[config.mk]
export PLATFORM = sky130hd
export DESIGN_NAME = tpu_rand_io_harness
export DESIGN_NICKNAME = d
export VERILOG_FILES = /design/src/rtl/tpu_rand_io_harness.sv
export SDC_FILE = /design/constraint.sdc
export NUM_CORES = 1
export LEC_CHECK = 0
export BUFFER_PORTS_ARGS = -buffer_cell sky130_fd_sc_hd__buf_2
export CELL_PAD_IN_SITES_DETAIL_PLACEMENT = 1
export CELL_PAD_IN_SITES_GLOBAL_PLACEMENT = 1
export CORE_AREA = 2 2 420 422
export CTS_BUF_LIST = sky130_fd_sc_hd__clkbuf_16
export DETAILED_ROUTE_END_ITERATION = 6
export DIE_AREA = 0 0 422 424
export HOLD_SLACK_MARGIN = 0.12
export PLACE_DENSITY_LB_ADDON = 0.1
export SLEW_MARGIN = 40
export SYNTH_ARGS = -nofsm -noshare
export SYNTH_HDL_FRONTEND = slang
export SYNTH_SLANG_ARGS = --single-unit
[constraint.sdc]
create_clock -name clk -period 2.9 [get_ports clk]
set_clock_uncertainty 0.15 [all_clocks]
set_input_delay 0.29 -clock clk [delete_from_list [all_inputs] [get_ports clk]]
set_output_delay 0.29 -clock clk [all_outputs]
set_load 0.03 [all_outputs]
[src/rtl/tpu_rand_io_harness.sv]
// Stimulus/observation harness for a multi-port TPU core: per-channel
// xorshift32 write-data generators, serial capture of read data, 32-bit MISR.
module tpu_rand_io_harness #(
    parameter int          NUM_CH = 2,
    parameter int          DATA_W = 256,
    parameter int          OUT_W  = 8,
    parameter logic [31:0] SEED   = 32'h1,
    parameter int          CH_W   = (NUM_CH > 1) ? $clog2(NUM_CH) : 1
) (
    input  logic                     clk,
    input  logic                     resetn,
    input  logic                     gen_en,
    output logic [NUM_CH*DATA_W-1:0] gen_data,
    input  logic [NUM_CH*DATA_W-1:0] rdata,
    input  logic                     cap_req,
    input  logic [CH_W-1:0]          cap_ch,
    output logic                     cap_ack,
    output logic                     out_valid,
    input  logic                     out_ready,
    output logic [OUT_W-1:0]         out_data,
    output logic                     out_last,
    input  logic                     sig_en,
    input  logic                     sig_clr,
    output logic [31:0]              signature,
    output logic                     err_bad_ch
);

    localparam int WORDS = DATA_W / 32;
    localparam int BEATS = DATA_W / OUT_W;
    localparam int CNT_W = (BEATS > 1) ? $clog2(BEATS) : 1;
    localparam logic [CNT_W-1:0] LAST = CNT_W'(BEATS - 1);
    localparam logic [CH_W:0] NCH = (CH_W + 1)'(NUM_CH);
    localparam logic [31:0] POLY = 32'h04C11DB7;
    localparam logic [31:0] GOLD = 32'h9E3779B9;

    function automatic logic [31:0] seed_of(input int c);
        logic [31:0] s;
        s = SEED + 32'(c);
        return (s == 32'h0) ? 32'h1 : s;
    endfunction

    function automatic logic [31:0] xs_next(input logic [31:0] s);
        logic [31:0] t;
        t = s ^ (s << 13);
        t = t ^ (t >> 17);
        t = t ^ (t << 5);
        return t;
    endfunction

    // ---------------- generators ----------------
    logic [31:0] st [NUM_CH];

    always_ff @(posedge clk or negedge resetn) begin
        if (!resetn) begin
            for (int c = 0; c < NUM_CH; c++) st[c] <= seed_of(c);
        end else if (gen_en) begin
            for (int c = 0; c < NUM_CH; c++) st[c] <= xs_next(st[c]);
        end
    end

    for (genvar c = 0; c < NUM_CH; c++) begin : g_ch
        for (genvar j = 0; j < WORDS; j++) begin : g_word
            localparam logic [31:0] K = 32'(j) * GOLD;
            assign gen_data[(c*WORDS+j)*32 +: 32] = st[c] ^ K;
        end
    end

    // ---------------- capture FSM ----------------
    typedef enum logic {IDLE, SHIFT} state_t;

    state_t            state;
    logic [DATA_W-1:0] shreg;
    logic [CNT_W-1:0]  cnt;
    logic [DATA_W-1:0] sel;
    logic              bad;

    // An out-of-range channel matches no slot, so it latches zeros.
    always_comb begin
        sel = '0;
        for (int c = 0; c < NUM_CH; c++) begin
            if (cap_ch == CH_W'(c)) sel = rdata[c*DATA_W +: DATA_W];
        end
        bad = {1'b0, cap_ch} >= NCH;
    end

    always_ff @(posedge clk or negedge resetn) begin
        if (!resetn) begin
            state      <= IDLE;
            shreg      <= '0;
            cnt        <= '0;
            cap_ack    <= 1'b0;
            out_valid  <= 1'b0;
            err_bad_ch <= 1'b0;
        end else begin
            cap_ack <= 1'b0;
            unique case (state)
                IDLE: begin
                    if (cap_req) begin
                        shreg     <= sel;
                        cnt       <= '0;
                        cap_ack   <= 1'b1;
                        out_valid <= 1'b1;
                        state     <= SHIFT;
                        if (bad) err_bad_ch <= 1'b1;
                    end
                end
                SHIFT: begin
                    if (out_ready) begin
                        if (cnt == LAST) begin
                            out_valid <= 1'b0;
                            state     <= IDLE;
                        end else begin
                            cnt   <= cnt + CNT_W'(1);
                            shreg <= shreg >> OUT_W;
                        end
                    end
                end
            endcase
        end
    end

    assign out_data = shreg[OUT_W-1:0];
    assign out_last = (state == SHIFT) && (cnt == LAST);

    // ---------------- signature ----------------
    logic [31:0] fold;
    logic [31:0] sig;

    always_comb begin
        fold = '0;
        for (int w = 0; w < NUM_CH * WORDS; w++) fold = fold ^ rdata[w*32 +: 32];
    end

    always_ff @(posedge clk or negedge resetn) begin
        if (!resetn) begin
            sig <= '0;
        end else if (sig_clr) begin
            sig <= '0;
        end else if (sig_en) begin
            sig <= {sig[30:0], 1'b0} ^ (sig[31] ? POLY : 32'h0) ^ fold;
        end
    end

    assign signature = sig;

endmodule

==> results.txt <==
Pwr per Cell Area - 1140 nW/um^2
die area - 178900 sq um
Synth area leader - dfrtp_1
drt drc - 0
share of synthesized flip-flops with an asynchronous set or reset - 100.0%
Crit path arrival time - 3.09 ns
share of layout cells above drive strength 1 - 31.14%
post-synthesis register bit count - 360
top cells by count, synth - 581 x xnor2_1, 412 x buf_4, 358 x dfrtp_1
number of routed nets with antenna violations - 0
post-synth cell types - 34
drt pass-1 iters - 5
Startpoint Class - flop
DR vias/cell - 3.880
Reg-to-Reg Start - signature[31]$_DFFE_PN0P_
Num CTS Buffers - 53
Warnings, synthesis - 0
r2r endpoint - signature[5]$_DFFE_PN0P_
CP Capture Type - flop
Setup Viol. Count Final - 0
status - finished clean
vias in the first global route - 26168
buffer depth of the longest clock path - 3
first-pass GRT wire length - 237400 um
total track usage - 19.32%
Die Ht - 424 um
setup slack, reg-to-reg - 0.29 ns
die width - 422 um
initial antenna violation count - 65
CTS sink count - 360
Highest Clock Rate - 383.2 MHz
Iteration-0 DRC Markers - 1547
GRT Max-Usage Layer - met2
grt met1 use - 28.38%
setup_tns - 0 ns
CTS tree - done
via count - 25391
Cell Rows - 154
H-tree levels - 2
max_slew headroom - 40.67%
Max Slew Vio Count - 0
Starting Density - 15.53%
LEAKAGE - 17.58 nW
DP Cell Count - 6069
Final nets - 4666
top_reg_cell synth - dfrtp_1
Worst-path clk slew - 0.07 ns
WL final - 178600 um
met2 GRT Util - 29.72%
Layout area overhead - 41.46%
Final Cycle Share - 89.99%
Hold Path Sink - shreg[94]$_DFFE_PN0P_
critical path class - flop to flop
met3 global-route usage - 2.914%
final instance area - 38430 sq um
Mapped Nets - 3598
Post-CTS Resized - 0
gpl congestion - 0.8979
Worst Path Max Fanout - 9
share of the synthesized area in the top cell type - 32.98%
Min-Delay Path Depth - 5
Ports - 1076
Mapped Area - 27160 sq um
VDD IR max - 557.4 uV
clk_lat worst skew - 0.69 ns
RSZ-0062 raised after global routing - false
clk root buf - clkbuf_16
syn_area_per_cell - 8.831 sq um
largest net degree at the start of global routing - 167
worst-margin pin slew - 0.8836 ns
cell with the most instances after synthesis - xnor2_1
Register-to-Register Path Depth - 6
final hold vios - 0
sequential area share after synthesis - 33.17%
Post-synth EDFFs - 0
global route overflow - 0
hpwl dp - 150200 um
Core ar. - 175000 sq um
Port-buffer cells - 1074
Worst EP required - 3.38 ns
area of placed instances - 33090 sq um
Min Clock Period, post-route - 2.610 ns
Max-Cap Viols - 0
final non-filler cell total - 6544
Syn Inst Count - 3076
worst min-delay path category - input pin to flop
top post-synthesis cells by area - dfrtp_1 33%, xnor2_1 19%, buf_4 11%, mux2i_1 9.4%, a21oi_1 4.6%
DR WL/cell - 27.29 um
Hold Path Origin - rdata[94]
## worst max path at each step
stage / slack, ns / to / from / cells after the start
after floorplan: 0.58 / shreg[64]$_DFFE_PN0P_ / cnt[0]$_DFFE_PN0P_ / 11
final: 0.29 / signature[5]$_DFFE_PN0P_ / signature[31]$_DFFE_PN0P_ / 6
after detailed placement: 0.46 / shreg[112]$_DFFE_PN0P_ / cnt[0]$_DFFE_PN0P_ / 8
after global routing: 0.21 / signature[5]$_DFFE_PN0P_ / signature[31]$_DFFE_PN0P_ / 6
after CTS: 0.27 / gen_data[214] / gen_data[22]$_DFFE_PN0P_ / 3
after global placement: 0.48 / shreg[155]$_DFFE_PN0P_ / cnt[0]$_DFFE_PN0P_ / 8
## logic make-up after synthesis
group,share of synthesized area [%]
AO/OA/AOI/OAI,10.54
buffers and inverters,14.74
AND/OR/NAND/NOR,8.374
other,0.01381
flip-flops,33.17
multiplexers,9.516
adder cells (fa/ha/maj),0.09211
XOR/XNOR,23.55
## layer usage
metal | up-vias | share of wire, %
met5 | - | 0.054
met4 | 16 | 2.3
met3 | 196 | 4.2
met2 | 649 | 44
met1 | 12765 | 50
li1 | 11765 | -
## worst max-delay path, cell delays in order (launching register included)
cell           delay, ns
dfrtp_1             0.67
xnor2_1             0.21
xnor2_1             0.14
xnor3_1             0.44
xnor2_1             0.14
a211oi_1            0.25
dlygate4sd3_1       0.57
## final cells by class
type | count | area (sq um)
Antenna cell | 16 | 40.04
Clock buffer | 53 | 1326
Clock inverter | 46 | 354.1
Fill cell | 20895 | 136500
Inverter | 65 | 244.0
Multi-Input combinational cell | 2085 | 14160
Sequential cell | 360 | 9015
Tap cell | 2340 | 2928
Timing Repair Buffer | 1579 | 10350
## cells in the final DEF (no fill, tap or decap), types with 3 or more instances in the layout
| cell | n |
|---|---|
| mux2i_1 | 256 |
| diode_2 | 16 |
| a22o_1 | 18 |
| xor2_1 | 64 |
| inv_1 | 79 |
| buf_12 | 20 |
| xnor3_1 | 32 |
| clkinv_2 | 8 |
| nand2b_1 | 3 |
| nor2_1 | 264 |
| xnor2_1 | 581 |
| dfrtp_1 | 357 |
| o21ai_1 | 66 |
| dlygate4sd3_1 | 359 |
| buf_2 | 1072 |
| clkinv_1 | 14 |
| clkbuf_16 | 53 |
| o21ai_0 | 197 |
| a211oi_1 | 12 |
| a21oi_1 | 250 |
| buf_4 | 125 |
| nand2_1 | 324 |
| bufinv_16 | 4 |
## where the power goes
group | internal, W | total, W | leakage, nW | switching [W]
registers | 0.00704 | 0.00980 | 4.76 | 0.00276
logic | 0.00950 | 0.0275 | 11.9 | 0.0180
clock network | 0.00367 | 0.00655 | 0.875 | 0.00288
## state kept, by name, summed over array words and instances, names as in the netlist
name       count
cap_ack        1
cnt            5
gen_data      64
out_valid      1
shreg        256
signature     32
state          1
## through the flow
| stage | setup WS [ns] | hold slack [ns] | total power, W | util [%] |
|---|---|---|---|---|
| 2_1_floorplan | 0.5842 | -0.1556 | 0.03074 | - |
| 3_3_place_gp | 0.4812 | 0.1506 | 0.03709 | 18.91 |
| 3_5_place_dp | 0.4567 | 0.1463 | 0.03716 | 18.91 |
| 4_1_cts | 0.2658 | 0.1208 | 0.04450 | 21.94 |
| 5_1_grt | 0.2056 | 0.1346 | 0.04644 | 21.95 |
| 6_report | 0.2904 | 0.1350 | 0.04381 | 21.96 |
## timing repair
| action | CTS | global route |
|---|---|---|
| buffers inserted | 0 | 0 |
| hold buffers | 360 | 0 |
| hold endpoints to repair | 587 | 0 |
(Power assumes the default switching activity.)
